[src/rtl/mux_vector_sequencer_pkg.sv]
// Shared constants for the 2:1 mux self-test sequencer: FSM encoding,
// sweep length and where each mux input sits inside the vector index.
package mux_vector_sequencer_pkg;
  typedef enum logic [1:0] {
    ST_IDLE   = 2'd0,
    ST_SETTLE = 2'd1,
    ST_DONE   = 2'd2
  } state_e;

  localparam int NUM_VECTORS = 8;
  localparam int X_BIT = 2;
  localparam int Y_BIT = 1;
  localparam int S_BIT = 0;
endpackage

[src/rtl/mux_golden.sv]
// Independent reference model of the 2:1 mux, so the checker never trusts
// the device it is testing.
module mux_golden (
  input  logic a,
  input  logic b,
  input  logic sel,
  output logic exp
);
  assign exp = sel ? b : a;
endmodule

[src/rtl/mux_vector_sequencer.sv]
// Sweeps all 8 {a,b,sel} vectors into an external 2:1 mux, samples z_in
// after SETTLE_CYCLES and records error count and the first failing vector.
module mux_vector_sequencer
  import mux_vector_sequencer_pkg::*;
#(
  parameter int SETTLE_CYCLES = 1
) (
  input  logic       clk,
  input  logic       rst_n,
  input  logic       start,
  output logic       x_out,
  output logic       y_out,
  output logic       sel_out,
  input  logic       z_in,
  output logic       busy,
  output logic       done,
  output logic       pass,
  output logic [3:0] err_count,
  output logic       fail_valid,
  output logic [2:0] fail_idx
);
  localparam logic [3:0] RELOAD   = 4'(SETTLE_CYCLES - 1);
  localparam logic [2:0] LAST_IDX = 3'(NUM_VECTORS - 1);

  state_e     state_q, state_d;
  logic [2:0] idx_q, idx_d;
  logic [2:0] stim_q, stim_d;
  logic [3:0] cnt_q, cnt_d;
  logic [3:0] err_q, err_d;
  logic [2:0] fidx_q, fidx_d;
  logic       fvld_q, fvld_d;
  logic       busy_q, busy_d;
  logic       done_q, done_d;
  logic       pass_q, pass_d;
  logic       exp_w;

  // Golden value is taken from the registered stimulus actually on the pins.
  mux_golden u_golden (
    .a   (stim_q[X_BIT]),
    .b   (stim_q[Y_BIT]),
    .sel (stim_q[S_BIT]),
    .exp (exp_w)
  );

  always_comb begin
    state_d = state_q;
    idx_d   = idx_q;
    stim_d  = stim_q;
    cnt_d   = cnt_q;
    err_d   = err_q;
    fidx_d  = fidx_q;
    fvld_d  = fvld_q;
    busy_d  = busy_q;
    done_d  = done_q;
    pass_d  = pass_q;
    case (state_q)
      ST_IDLE, ST_DONE: begin
        if (start) begin
          idx_d   = 3'd0;
          stim_d  = 3'd0;
          err_d   = 4'd0;
          fidx_d  = 3'd0;
          fvld_d  = 1'b0;
          done_d  = 1'b0;
          pass_d  = 1'b0;
          busy_d  = 1'b1;
          cnt_d   = RELOAD;
          state_d = ST_SETTLE;
        end
      end
      ST_SETTLE: begin
        if (cnt_q != 4'd0) begin
          cnt_d = cnt_q - 4'd1;
        end else begin
          if (z_in != exp_w) begin
            err_d = err_q + 4'd1;
            if (!fvld_q) begin
              fidx_d = idx_q;
              fvld_d = 1'b1;
            end
          end
          if (idx_q == LAST_IDX) begin
            state_d = ST_DONE;
            busy_d  = 1'b0;
            done_d  = 1'b1;
            pass_d  = (err_d == 4'd0);
            stim_d  = 3'd0;
          end else begin
            idx_d  = idx_q + 3'd1;
            stim_d = idx_d;
            cnt_d  = RELOAD;
          end
        end
      end
      default: state_d = ST_IDLE;
    endcase
  end

  always_ff @(posedge clk) begin
    if (!rst_n) begin
      state_q <= ST_IDLE;
      idx_q   <= 3'd0;
      stim_q  <= 3'd0;
      cnt_q   <= 4'd0;
      err_q   <= 4'd0;
      fidx_q  <= 3'd0;
      fvld_q  <= 1'b0;
      busy_q  <= 1'b0;
      done_q  <= 1'b0;
      pass_q  <= 1'b0;
    end else begin
      state_q <= state_d;
      idx_q   <= idx_d;
      stim_q  <= stim_d;
      cnt_q   <= cnt_d;
      err_q   <= err_d;
      fidx_q  <= fidx_d;
      fvld_q  <= fvld_d;
      busy_q  <= busy_d;
      done_q  <= done_d;
      pass_q  <= pass_d;
    end
  end

  assign x_out      = stim_q[X_BIT];
  assign y_out      = stim_q[Y_BIT];
  assign sel_out    = stim_q[S_BIT];
  assign busy       = busy_q;
  assign done       = done_q;
  assign pass       = pass_q;
  assign err_count  = err_q;
  assign fail_valid = fvld_q;
  assign fail_idx   = fidx_q;
endmodule

[config.mk]
export PLATFORM = sky130hd
export DESIGN_NAME = mux_vector_sequencer
export DESIGN_NICKNAME = d
export VERILOG_FILES = /design/src/rtl/mux_vector_sequencer_pkg.sv /design/src/rtl/mux_golden.sv /design/src/rtl/mux_vector_sequencer.sv
export SDC_FILE = /design/constraint.sdc
export NUM_CORES = 1
export LEC_CHECK = 0
export BUFFER_PORTS_ARGS = -buffer_cell sky130_fd_sc_hd__buf_2
export CAP_MARGIN = 20
export CORE_MARGIN = 10
export CORE_UTILIZATION = 45
export CTS_BUF_LIST = sky130_fd_sc_hd__clkbuf_2 sky130_fd_sc_hd__clkbuf_4 sky130_fd_sc_hd__clkbuf_8
export CTS_CLUSTER_DIAMETER = 200
export DETAILED_ROUTE_END_ITERATION = 6
export PLACE_DENSITY_LB_ADDON = 0.2
export SLEW_MARGIN = 20
export SYNTH_ARGS = -nofsm -noshare
export SYNTH_HDL_FRONTEND = slang
export SYNTH_SLANG_ARGS = --single-unit
[constraint.sdc]
create_clock -name clk -period 3.3 [get_ports clk]
set_clock_uncertainty 0.15 [all_clocks]
set_input_delay 0.165 -clock clk [delete_from_list [all_inputs] [get_ports clk]]
set_output_delay 0.165 -clock clk [all_outputs]
set_load 0.01 [all_outputs]
==> flow_summary_export.csv <==
group,metric,value,unit
status,status,"complete, no violations",
detailed_routing,post_drt_wl_per_cell,15.6,um
worst_setup_path,crit_slowest_cell,"a2111oi_0",
detailed_routing,drtIter0Drc,80,
detailed_routing,final_antenna_net_count,0,
global_route,grt_pass1_wl,4930,um
place,hpwl,2190,um
worst_setup_path,path_cells,"ha_1, ha_1, and3b_1, a2111oi_0, a41oi_1, a2bb2oi_1",
clock_tree,cts_sinks,23,
clock_tree,htree_levels,1,
worst_setup_path,crit_family,"compound AO/OA/AOI/OAI gates",
logic_synthesis,synth_edf_count,0,
power_and_ir_drop,sw_frac_of_total,0.320,
timing,fin_setup_tns,0,ps
timing,finalCritPeriodShare,0.638,
timing,tightestPinTransition,708,ps
finish,stdcell_count,186,
worst_setup_path,critPathArrivalTime,2200,ps
power_and_ir_drop,netSwitchingPower,0.000189,W
global_route,grt_pass1_vias,1137,
worst_setup_path,worst_setup_path_end_kind,"flop",
clock_tree,ctsHoldBuffers,0,
timing,fmax,0.475,GHz
logic_synthesis,ys_seq_elements,23,
clock_tree,clkSlewWorstSetupHoldPaths,130,ps
power_and_ir_drop,pwr-share-comb,0.244,
clock_tree,cts_tree,"built",
timing,setup_viol,0,
worst_setup_path,critPathMostFrequentCell,"ha_1",
finish,area_growth,11.7,%
power_and_ir_drop,pwr-share-seq,0.521,
floorplanning,std_cell_rows,18,
logic_synthesis,yosysWarningCount,0,
logic_synthesis,async_reset_ff_frac,0,
clock_tree,clkLatencyLatePin,300,ps
logic_synthesis,ys.flop_type,"dfxtp_1",
worst_setup_path,startpoint_type,"flop",
timing,final_max_slew_viol_count,0,
finish,fillerInstances,235,
logic_synthesis,synth.area.top_cells,"dfxtp_1 37%, ha_1 5.0%, a21oi_1 4.4%",
global_route,overflow,0,
global_route,grt_max_degree,17,
timing,maxSlewHeadroom,0.525,
clock_tree,cts_made_buffers,3,
power_and_ir_drop,p_leak,0.533,nW
logic_synthesis,netlist_area,1240,um2
power_and_ir_drop,clockPowerShare,0.234,
place,dpl.cell_count,182,
logic_synthesis,yosysMostFrequentCell,"dfxtp_1",
place,postPlaceCellArea,1360,um2
clock_tree,cts_setup_buffers,0,
global_route,antenna_found_initial,0,
place,gp_congestion,0.822,
floorplanning,die_h,72.5,um
detailed_routing,post_drt_via_cell_ratio,6.09,
timing,timing.final.hold_violations,0,
detailed_routing,dr.pass1.iters,4,
finish,post-route-cell-area,1390,um2
flow_run,max_cap_viol_count,0,
power_and_ir_drop,cellPowerDensity,425,nW/um2
detailed_routing,drt-total-wl,2910,um
worst_setup_path,slowest_delay,540,ps
logic_synthesis,synthTopCellsByCount,"23 x dfxtp_1, 14 x nand2_1, 11 x a21oi_1, 9 x nor2_1",
logic_synthesis,synth.avg_cell_area,9.07,um2
logic_synthesis,ys_types,45,
logic_synthesis,syn_nets,146,
clock_tree,clk_path_buf_depth,2,
floorplanning,dieArea,5260,um2
hold_path,hold_class,"input port to flop",
global_route,grt.total_usage,0.110,
worst_setup_path,crit_required,3390,ps
timing,rsz0062_at_grt,"no",
finish,drive_gt1_frac,0.244,
logic_synthesis,syn_inst,137,
power_and_ir_drop,vdd_drop_max,0.239,mV
logic_synthesis,synth_area_leader_cell,"dfxtp_1",
floorplanning,die_w,72.5,um
finish,nets,166,
floorplanning,io_pins,18,
power_and_ir_drop,p_int,0.000401,W
finish,postLayoutCoreUtil,0.545,
timing,min_period,2100,ps
finish,n_antenna_cell,0,
worst_setup_path,crit_fanout,6,
floorplanning,core-area,2540,um2
floorplanning,initial_utilization,0.488,
logic_synthesis,synthDominantCellAreaShare,0.371,
worst_setup_path,path_class,"flop to flop",
detailed_routing,drc,0,
logic_synthesis,yosysSeqAreaShare,0.371,
clock_tree,cts-root-buf,"clkbuf_4",
place,portBuffers,17,
detailed_routing,vias,1132,
clock_tree,post_cts_resize_count,0,
worst_setup_path,cp_num_buf_inv,0,
path summary, 6_finish.rpt:
kind / startpoint / to / slack, ps / depth (start not counted)
worst min-delay path: start / state_q[1] / 80 / 4
worst max register to register: idx_q[0] / pass / 1200 / 6
worst max-delay path: idx_q[0] / pass / 1200 / 6
worst min register to register: done / done / 330 / 2
metrics by stage:
step / power [W] / setup slack [ps] / hold slack [ps]
floorplan: 0.000423 / 1410 / 213
global placement: 0.000456 / 1330 / 294
detailed placement: 0.000457 / 1220 / 315
CTS: 0.000595 / 1200 / 57.3
global route: 0.000623 / 963 / 90.5
finish: 0.000590 / 1200 / 75.5
cell type report:
cell class	count	area, um2	area share
Multi-Input combinational cell	104	744	0.537
Tap cell	30	37.5	0.0271
Timing Repair Buffer	17	85.1	0.0613
Clock buffer	4	30.0	0.0216
Inverter	8	30.0	0.0216
Sequential cell	23	460	0.332
layout by cell type, fill, tap and decap left out, types with 2 or more instances in the layout:
cell type	instances
dfxtp_1	23
buf_2	17
nand2_1	14
a21oi_1	11
nor2_1	9
inv_1	8
o21ai_0	8
nor3_1	5
ha_1	5
mux2i_1	4
clkbuf_4	4
nand4_1	3
a211oi_1	3
nand2b_1	3
o2111ai_1	3
o221ai_2	3
nor2b_1	2
or3_2	2
nand3_1	2
power by group through the flow:
stage	Sequential, W	Combinational (W)	Clock [W]
6_report	0.000308	0.000144	0.000138
5_1_grt	0.000310	0.000161	0.000152
4_1_cts	0.000307	0.000144	0.000144
3_5_place_dp	0.000313	0.000144	0
3_3_place_gp	0.000313	0.000143	0
2_1_floorplan	0.000312	0.000111	0
tightest hold or removal path: cells and delay by family:
family / cells / cell delay [ps]
and+or+nand+nor: 2 / 170
buffers and inverters: 1 / 110
AOI/OAI and AO/OA: 1 / 50
state kept, by name (all words and copies together) (netlist names):
signal / flops
pass: 1
cnt_q: 4
stim_q: 3
fail_valid: 1
state_q: 2
done: 1
busy: 1
fail_idx: 3
idx_q: 3
err_count: 4
routing by layer:
layer / part of all wire / up-vias / global-route usage
met2: 0.45 / 31 / 0.170
met4: 0.014 / 0 / 0.0464
met3: 0.070 / 4 / 0.0327
met5: 0 / - / 0
li1: - / 554 / -
met1: 0.47 / 543 / 0.139
cell families (layout without fill, tap and decap cells):
family                   Yosys count  count (layout)  share of synthesized area
AND/OR/NAND/NOR                   51              51                      0.237
AO/OA/AOI/OAI                     41              41                      0.257
flip-flops                        23              23                      0.371
buffers and inverters             10              29                     0.0302
adder cells (fa/ha/maj)            5               5                     0.0504
multiplexers                       5               5                     0.0413
XOR/XNOR                           2               2                     0.0141
No activity file was read; power rests on OpenSTA's default activity.
